### src/rtl/accumulator_bank.sv
// accumulator_bank: NUM_CH parallel signed accumulators snapshotted into a FWFT FIFO.
// Build with ACC_SATURATE_EN to clamp lanes on overflow instead of wrapping.
module accumulator_bank #(
  parameter int WORD_WIDTH = 8,
  parameter int ACC_WIDTH  = 16,
  parameter int NUM_CH     = 4,
  parameter int FIFO_CAP   = 16,
  parameter int PTR_WIDTH  = 4
) (
  input  logic                           clk,
  input  logic                           reset_n,
  input  logic                           a_enable,
  input  logic                           clear,
  input  logic [NUM_CH*WORD_WIDTH-1:0]   d_in,
  input  logic                           w_enable,
  input  logic                           out_ready,
  output logic                           out_valid,
  output logic [NUM_CH*ACC_WIDTH-1:0]    d_out,
  output logic                           full,
  output logic                           empty,
  output logic [PTR_WIDTH:0]             count,
  output logic [NUM_CH-1:0]              acc_ovf,
  output logic                           wr_drop
);
  logic signed [ACC_WIDTH-1:0] acc [NUM_CH];
  logic signed [ACC_WIDTH-1:0] ext [NUM_CH];
  logic signed [ACC_WIDTH-1:0] res [NUM_CH];
  logic [NUM_CH-1:0] ovf;
  logic [NUM_CH*ACC_WIDTH-1:0] acc_vec;
  logic [NUM_CH*ACC_WIDTH-1:0] mem [FIFO_CAP];
  logic [PTR_WIDTH-1:0] rd_ptr, wr_ptr;
  logic push, pop;
  assign full      = count == (PTR_WIDTH+1)'(FIFO_CAP);
  assign empty     = count == '0;
  assign out_valid = !empty;
  assign push      = w_enable && !full;
  assign pop       = out_valid && out_ready;
  assign d_out     = empty ? '0 : mem[rd_ptr];
  for (genvar i = 0; i < NUM_CH; i++) begin : g_lane
    logic [ACC_WIDTH-1:0] sum;
    assign ext[i] = ACC_WIDTH'(signed'(d_in[i*WORD_WIDTH +: WORD_WIDTH]));
    assign sum = acc[i] + ext[i];
    // Overflow only possible when both operands share a sign and the result flips it
    assign ovf[i] = (acc[i][ACC_WIDTH-1] == ext[i][ACC_WIDTH-1]) && (sum[ACC_WIDTH-1] != acc[i][ACC_WIDTH-1]);
`ifdef ACC_SATURATE_EN
    assign res[i] = !ovf[i] ? sum : acc[i][ACC_WIDTH-1] ? {1'b1, {(ACC_WIDTH-1){1'b0}}} : {1'b0, {(ACC_WIDTH-1){1'b1}}};
`else
    assign res[i] = sum;
`endif
    assign acc_vec[i*ACC_WIDTH +: ACC_WIDTH] = acc[i];
  end
  always_ff @(posedge clk or negedge reset_n) begin
    if (!reset_n) begin
      for (int i = 0; i < NUM_CH; i++) acc[i] <= '0;
      acc_ovf <= '0;
    end else begin
      for (int i = 0; i < NUM_CH; i++) begin
        if (push) begin
          acc[i] <= (clear || !a_enable) ? '0 : ext[i];
          if (clear) acc_ovf[i] <= 1'b0;
        end else if (clear) begin
          acc[i]     <= '0;
          acc_ovf[i] <= 1'b0;
        end else if (a_enable) begin
          acc[i]     <= res[i];
          acc_ovf[i] <= acc_ovf[i] | ovf[i];
        end
      end
    end
  end
  always_ff @(posedge clk or negedge reset_n) begin
    if (!reset_n) begin
      rd_ptr  <= '0;
      wr_ptr  <= '0;
      count   <= '0;
      wr_drop <= 1'b0;
    end else begin
      if (push) wr_ptr <= wr_ptr + 1'b1;
      if (pop) rd_ptr <= rd_ptr + 1'b1;
      count <= count + (PTR_WIDTH+1)'(push) - (PTR_WIDTH+1)'(pop);
      if (w_enable && full) wr_drop <= 1'b1;
    end
  end
  always_ff @(posedge clk) begin
    if (push) mem[wr_ptr] <= acc_vec;
  end
endmodule

### config.mk
export PLATFORM = sky130hd
export DESIGN_NAME = accumulator_bank
export DESIGN_NICKNAME = d
export VERILOG_FILES = /design/src/rtl/accumulator_bank.sv
export SDC_FILE = /design/constraint.sdc
export NUM_CORES = 1
export LEC_CHECK = 0
export CELL_PAD_IN_SITES_DETAIL_PLACEMENT = 1
export CELL_PAD_IN_SITES_GLOBAL_PLACEMENT = 2
export CORE_ASPECT_RATIO = 1.75
export CORE_UTILIZATION = 49
export CTS_CLUSTER_DIAMETER = 200
export CTS_CLUSTER_SIZE = 10
export DETAILED_ROUTE_END_ITERATION = 8
export HOLD_SLACK_MARGIN = 0.05
export PLACE_DENSITY = 0.86
export SYNTH_ARGS = -nofsm -noshare
export SYNTH_HDL_FRONTEND = slang
export SYNTH_SLANG_ARGS = --single-unit
### constraint.sdc
create_clock -name clk -period 8.2 [get_ports clk]
set_clock_uncertainty 0.2 [all_clocks]
set_input_delay 0.82 -clock clk [delete_from_list [all_inputs] [get_ports clk]]
set_output_delay 0.82 -clock clk [all_outputs]
set_load 0.005 [all_outputs]
# Word level (Yosys, flattened, before mapping)
# Memories as Yosys holds them, arrays and structs flattened.
# Index checks and enable logic that the tools add are counted.
# totals
output_inout_bits	77
word_cells	79
reg_bits	82
n_memories	1
ram_bits	1024
# op_classes
reduce_logical	15
n_bitwise	4
n_addsub	8
muxes	32
n_eq_ne	10
# memory_table
name	depth	width	rd	rd_clocked_by_memory_dff	wr	line	source
mem	16	64	1	0	1	30	logic [NUM_CH*ACC_WIDTH-1:0] mem [FIFO_CAP];
# ops
cell	n
$mux W16	16
$add A16 B8 Y16	4
$mux W64	1
$mux W1	15
$add A4 B1 Y4 const B	2
$logic_and A1 B1 Y1	7
$add A5 B1 Y5	1
$eq A5 B5 Y1 const B	1
$logic_not A5 Y1	1
$sub A5 B1 Y5	1
$eq A1 B1 Y1	4
$ne A1 B1 Y1	4
$or A1 B1 Y1	4
$logic_not A1 Y1	3
$reduce_bool A3 Y1	1
$ne A2 B2 Y1 const B	1
$reduce_and A2 Y1	1
$reduce_bool A2 Y1	1
$logic_or A1 B1 Y1	1

# Depth between registers and ports, before layout
# depth
depth_word	7
depth_mapped	16
ltp_nobuf	13

# Worst setup path after synthesis
# No wires, ideal clock.
# synth_timing
kind	reg2reg
start	reg count[2]
end	mem mem[0][0] (netlist bit), enable pin
synth_period_minus_slack_ns	6.883
path_stages_with_launch	10
arrival_ns	6.119
slack_ns	1.317
cell_sequence	dfrtp_1 > inv_1 > ha_1 > and4bb_2 > nor2b_2 > buf_2 > buf_2 > buf_2 > nand2_1 > nor3_1
# synth_via
elab_chain_len	5
# synth_rtl
element	line	source
start: declaration	21	output logic [PTR_WIDTH:0] count,
start signal: assignment	80	count <= count + (PTR_WIDTH+1)'(push) - (PTR_WIDTH+1)'(pop);
$eq A5 B5 Y1	33	assign full = count == (PTR_WIDTH+1)'(FIFO_CAP);
via full	19	output logic full,
$logic_not A1 Y1	36	assign push = w_enable && !full;
$logic_and A1 B1 Y1	36	
$mux W1	85	if (push) mem[wr_ptr] <= acc_vec;
$mux W1 (not written as such)	85	
end: declaration	30	
# The timed path passes the listed nets, and every way through them passes these cells.

# Worst setup path after layout
# layout_timing
start	reg rd_ptr[1]
end	out d_out[12]
# layout_via
elab_chain_len	2
# layout_rtl
element	line	source
start: declaration	31	logic [PTR_WIDTH-1:0] rd_ptr, wr_ptr;
start signal: assignment	79	if (pop) rd_ptr <= rd_ptr + 1'b1;
$mem_v2 Z16 W64	--	
$mux W64	38	assign d_out = empty ? '0 : mem[rd_ptr];
end: declaration	18	output logic [NUM_CH*ACC_WIDTH-1:0] d_out,
# Every way passes these cells.

==> metrics <==
pins over their slew limit 0; crit share post-route 67.1%; total power 17900 µW; Int Power 12600 µW; Logic pwr share a little under a third; CTS Sinks 1106; DRT Wirelength 115000 µm; CTS Buf Count 120; WS Path Type reg -> out; fin crit period 5.50 ns; drt drc 0; WL/cell a little over 30 µm; asr flop ratio synth 7.41%; final hold violations 0; type of origin of the critical path flip-flop; Final TNS setup 0 ns; MaxCap Viol Count 0; full die area 94400 µm²; port bufs 114; Seq pwr share 42.5%; Via-to-Cell Ratio 6.28; layout cell share with drive strength beyond 1 21.1%; CTS clock-pin slew for the worst setup and hold paths 0.06 ns; Max clock buf depth 3; initial antenna violation count 3; antenna-violating nets left 0; First-pass DRT Iterations 5; Setup WS post-layout between 2 and 3 ns; htree depth 3; Syn Inst Count about 2300; Starting Density 49.6%; Yosys cell types 72; Syn-to-layout area delta 13.4%; crit end category output port; Rows ~150; first-pass GRT wire length 170000 µm; routed vias 23600; Ys Warns 0; Placer Congestion just under 0.8; Max Freq 182 MHz; largest net degree at the start of global routing 128; CP required around 7.2 ns; PwrDens roughly 350 nW/µm²; I/O pin cnt 115; Critical Path Fanout Max 68; slew at the pin closest to its max-slew limit 1.20 ns; power share of the clock group 27.5%; nets 2586; outcome finished, final reports clean; number of synthesized flops with an enable pin 1024; HPWL after DPL 63400 µm; VDD IR-drop max approximately 280 µV; leakage power 0.0172 µW; Final setup viols 0; CTS root buffer clkbuf_16; cts repair resizes 0; CTS tree done; worst skew pair latency 0.73 ns; Slew headroom 20.2%; Seq/Total Area, Yosys 71.9%; pre-CTS setup slack 3.46 ns; Cell Area, Synth 45600 µm²; Mapped Avg Cell Area slightly below 20 µm²; min-delay worst type reg -> reg; Synth Net Count 2420; GRT Util Overall around a quarter; grt ovf 0; Die Wd 233 µm; Sw Pwr roughly 5200 µW; Top FF cell, synth edfxtp_1; RSZ-0062 raised after global routing false; vias in the first global route roughly 26000; die extent in y just over 400 µm; switching part of the total 29.4%; Yosys reg bits approximately 1100; Placeable Area 92000 µm²; Critical Path AT 4.48 ns; 1st-iter DRT viols between 2000 and 2500
==> cells in the final DEF, fill, tap and decap left out, types with 7 or more instances in the layout <==
cell                n
a211oi_1            9
a21o_1             24
a21oi_1            89
a31oi_1            19
and2_1             73
buf_4              45
clkbuf_1           87
clkbuf_16         120
clkdlybuf4s50_1   111
dfrtp_1            78
edfxtp_1         1024
ha_1               71
inv_1              23
mux2i_1            14
mux4_2            320
nand2_1            59
nand2b_1           12
nand3_1            19
nand3b_1           16
nor2_1             98
nor2_4             13
nor3_1             11
o211ai_1           19
o21ai_0            41
o21bai_1            7
o22ai_1            13
or3_1               7
xnor2_1            33
xor2_1             14
==> cells by family after synthesis <==
kind of cell / after synthesis / share of synthesized area, %
DFF: 1106 / 71.9
and+or+nand+nor: 342 / 3.77
muxes: 335 / 16.1
AOI/OAI and AO/OA: 259 / 3.66
buffers and inverters: 141 / 1.49
adders and majority gates: 76 / 2.17
xor gates and xnor gates: 47 / 0.902
==> worst max-delay path, stage by stage, from the launching register on <==
cell             delay [ns]
dfrtp_4                1.10
buf_4                  0.90
mux4_2                 0.43
mux4_2                 0.55
and2_1                 0.20
clkdlybuf4s50_1        0.45
==> through the flow <==
stage | instances | instance area [µm²] | hold slack [ns] | util, %
finish | 3758 | 51700 | 0.263 | 56.3
global route | 3757 | 51700 | 0.286 | 56.3
CTS | 3757 | 51700 | 0.268 | 56.3
detailed placement | 3541 | 48200 | 0.252 | 52.4
global placement | 3541 | 48200 | 0.243 | 52.4
floorplan | 2306 | 45600 | 0.251 | -
==> synth_stat cells, drive strengths merged (20+ instances only) <==
cell type | count | area, µm²
edfxtp | 1024 | 30700
mux4 | 320 | 7210
nor2 | 111 | 419
a21oi | 92 | 472
dfrtp | 82 | 2050
and2 | 73 | 457
ha | 71 | 888
clkbuf | 60 | 225
nand2 | 59 | 221
buf | 57 | 364
o21ai | 42 | 210
xnor2 | 33 | 289
a21o | 24 | 180
inv | 24 | 90.1
o211ai | 20 | 155
==> power by group through the flow <==
stage / Sequential, µW / Combinational [µW] / Clock (µW)
6_report: 7590 / 5350 / 4920
5_1_grt: 7670 / 5700 / 5150
4_1_cts: 7610 / 5450 / 4980
3_5_place_dp: 7720 / 5400 / 0
3_3_place_gp: 7620 / 5290 / 0
2_1_floorplan: 7340 / 3650 / 0
==> state kept, by name (all words and copies together) (netlist names) <==
register,cells
acc,64
wr_drop,1
wr_ptr,4
rd_ptr,4
mem,1024
acc_ovf,4
count,5
==> routing by layer <==
layer	share of wire [%]	wire, µm	global-route usage [%]
met1	38	43800	31.4
met2	54	61800	44.9
met3	5.7	6530	3.71
met4	2.4	2810	7.67
met5	0.031	36	0
==> area by class of cell <==
| type | count | area, µm² |
|---|---|---|
| clock inverters | 8 | 205 |
| clock buffers | 207 | 3330 |
| diodes | 1 | 2.50 |
| inverters | 24 | 90.1 |
| repair buffers | 161 | 1520 |
| fillers | 7999 | 40200 |
| multi-input cells | 1059 | 12300 |
| flip-flops and latches | 1106 | 32800 |
| well taps | 1192 | 1490 |
==> what timing repair did <==
action                     CTS  global route
buffers inserted             0             0
setup endpoints to repair    0             0
hold buffers                 1             0
hold endpoints to repair    37             0
==> path summary, 6_finish.rpt <==
| kind | endpoint | cells past startpoint | slack, ns | startpoint |
|---|---|---|---|---|
| max reg2reg | acc[60] | 11 | 3.99 | count[2] |
| min reg2reg | wr_drop | 1 | 0.26 | wr_drop |
| max in group asynchronous | acc[21] | 3 | 6.14 | reset_n |
| min | wr_drop | 1 | 0.26 | wr_drop |
| max | d_out[12] | 5 | 2.70 | rd_ptr[1] |
| min in group asynchronous | acc[3] | 2 | 0.43 | reset_n |
(Power assumes the default switching activity.)
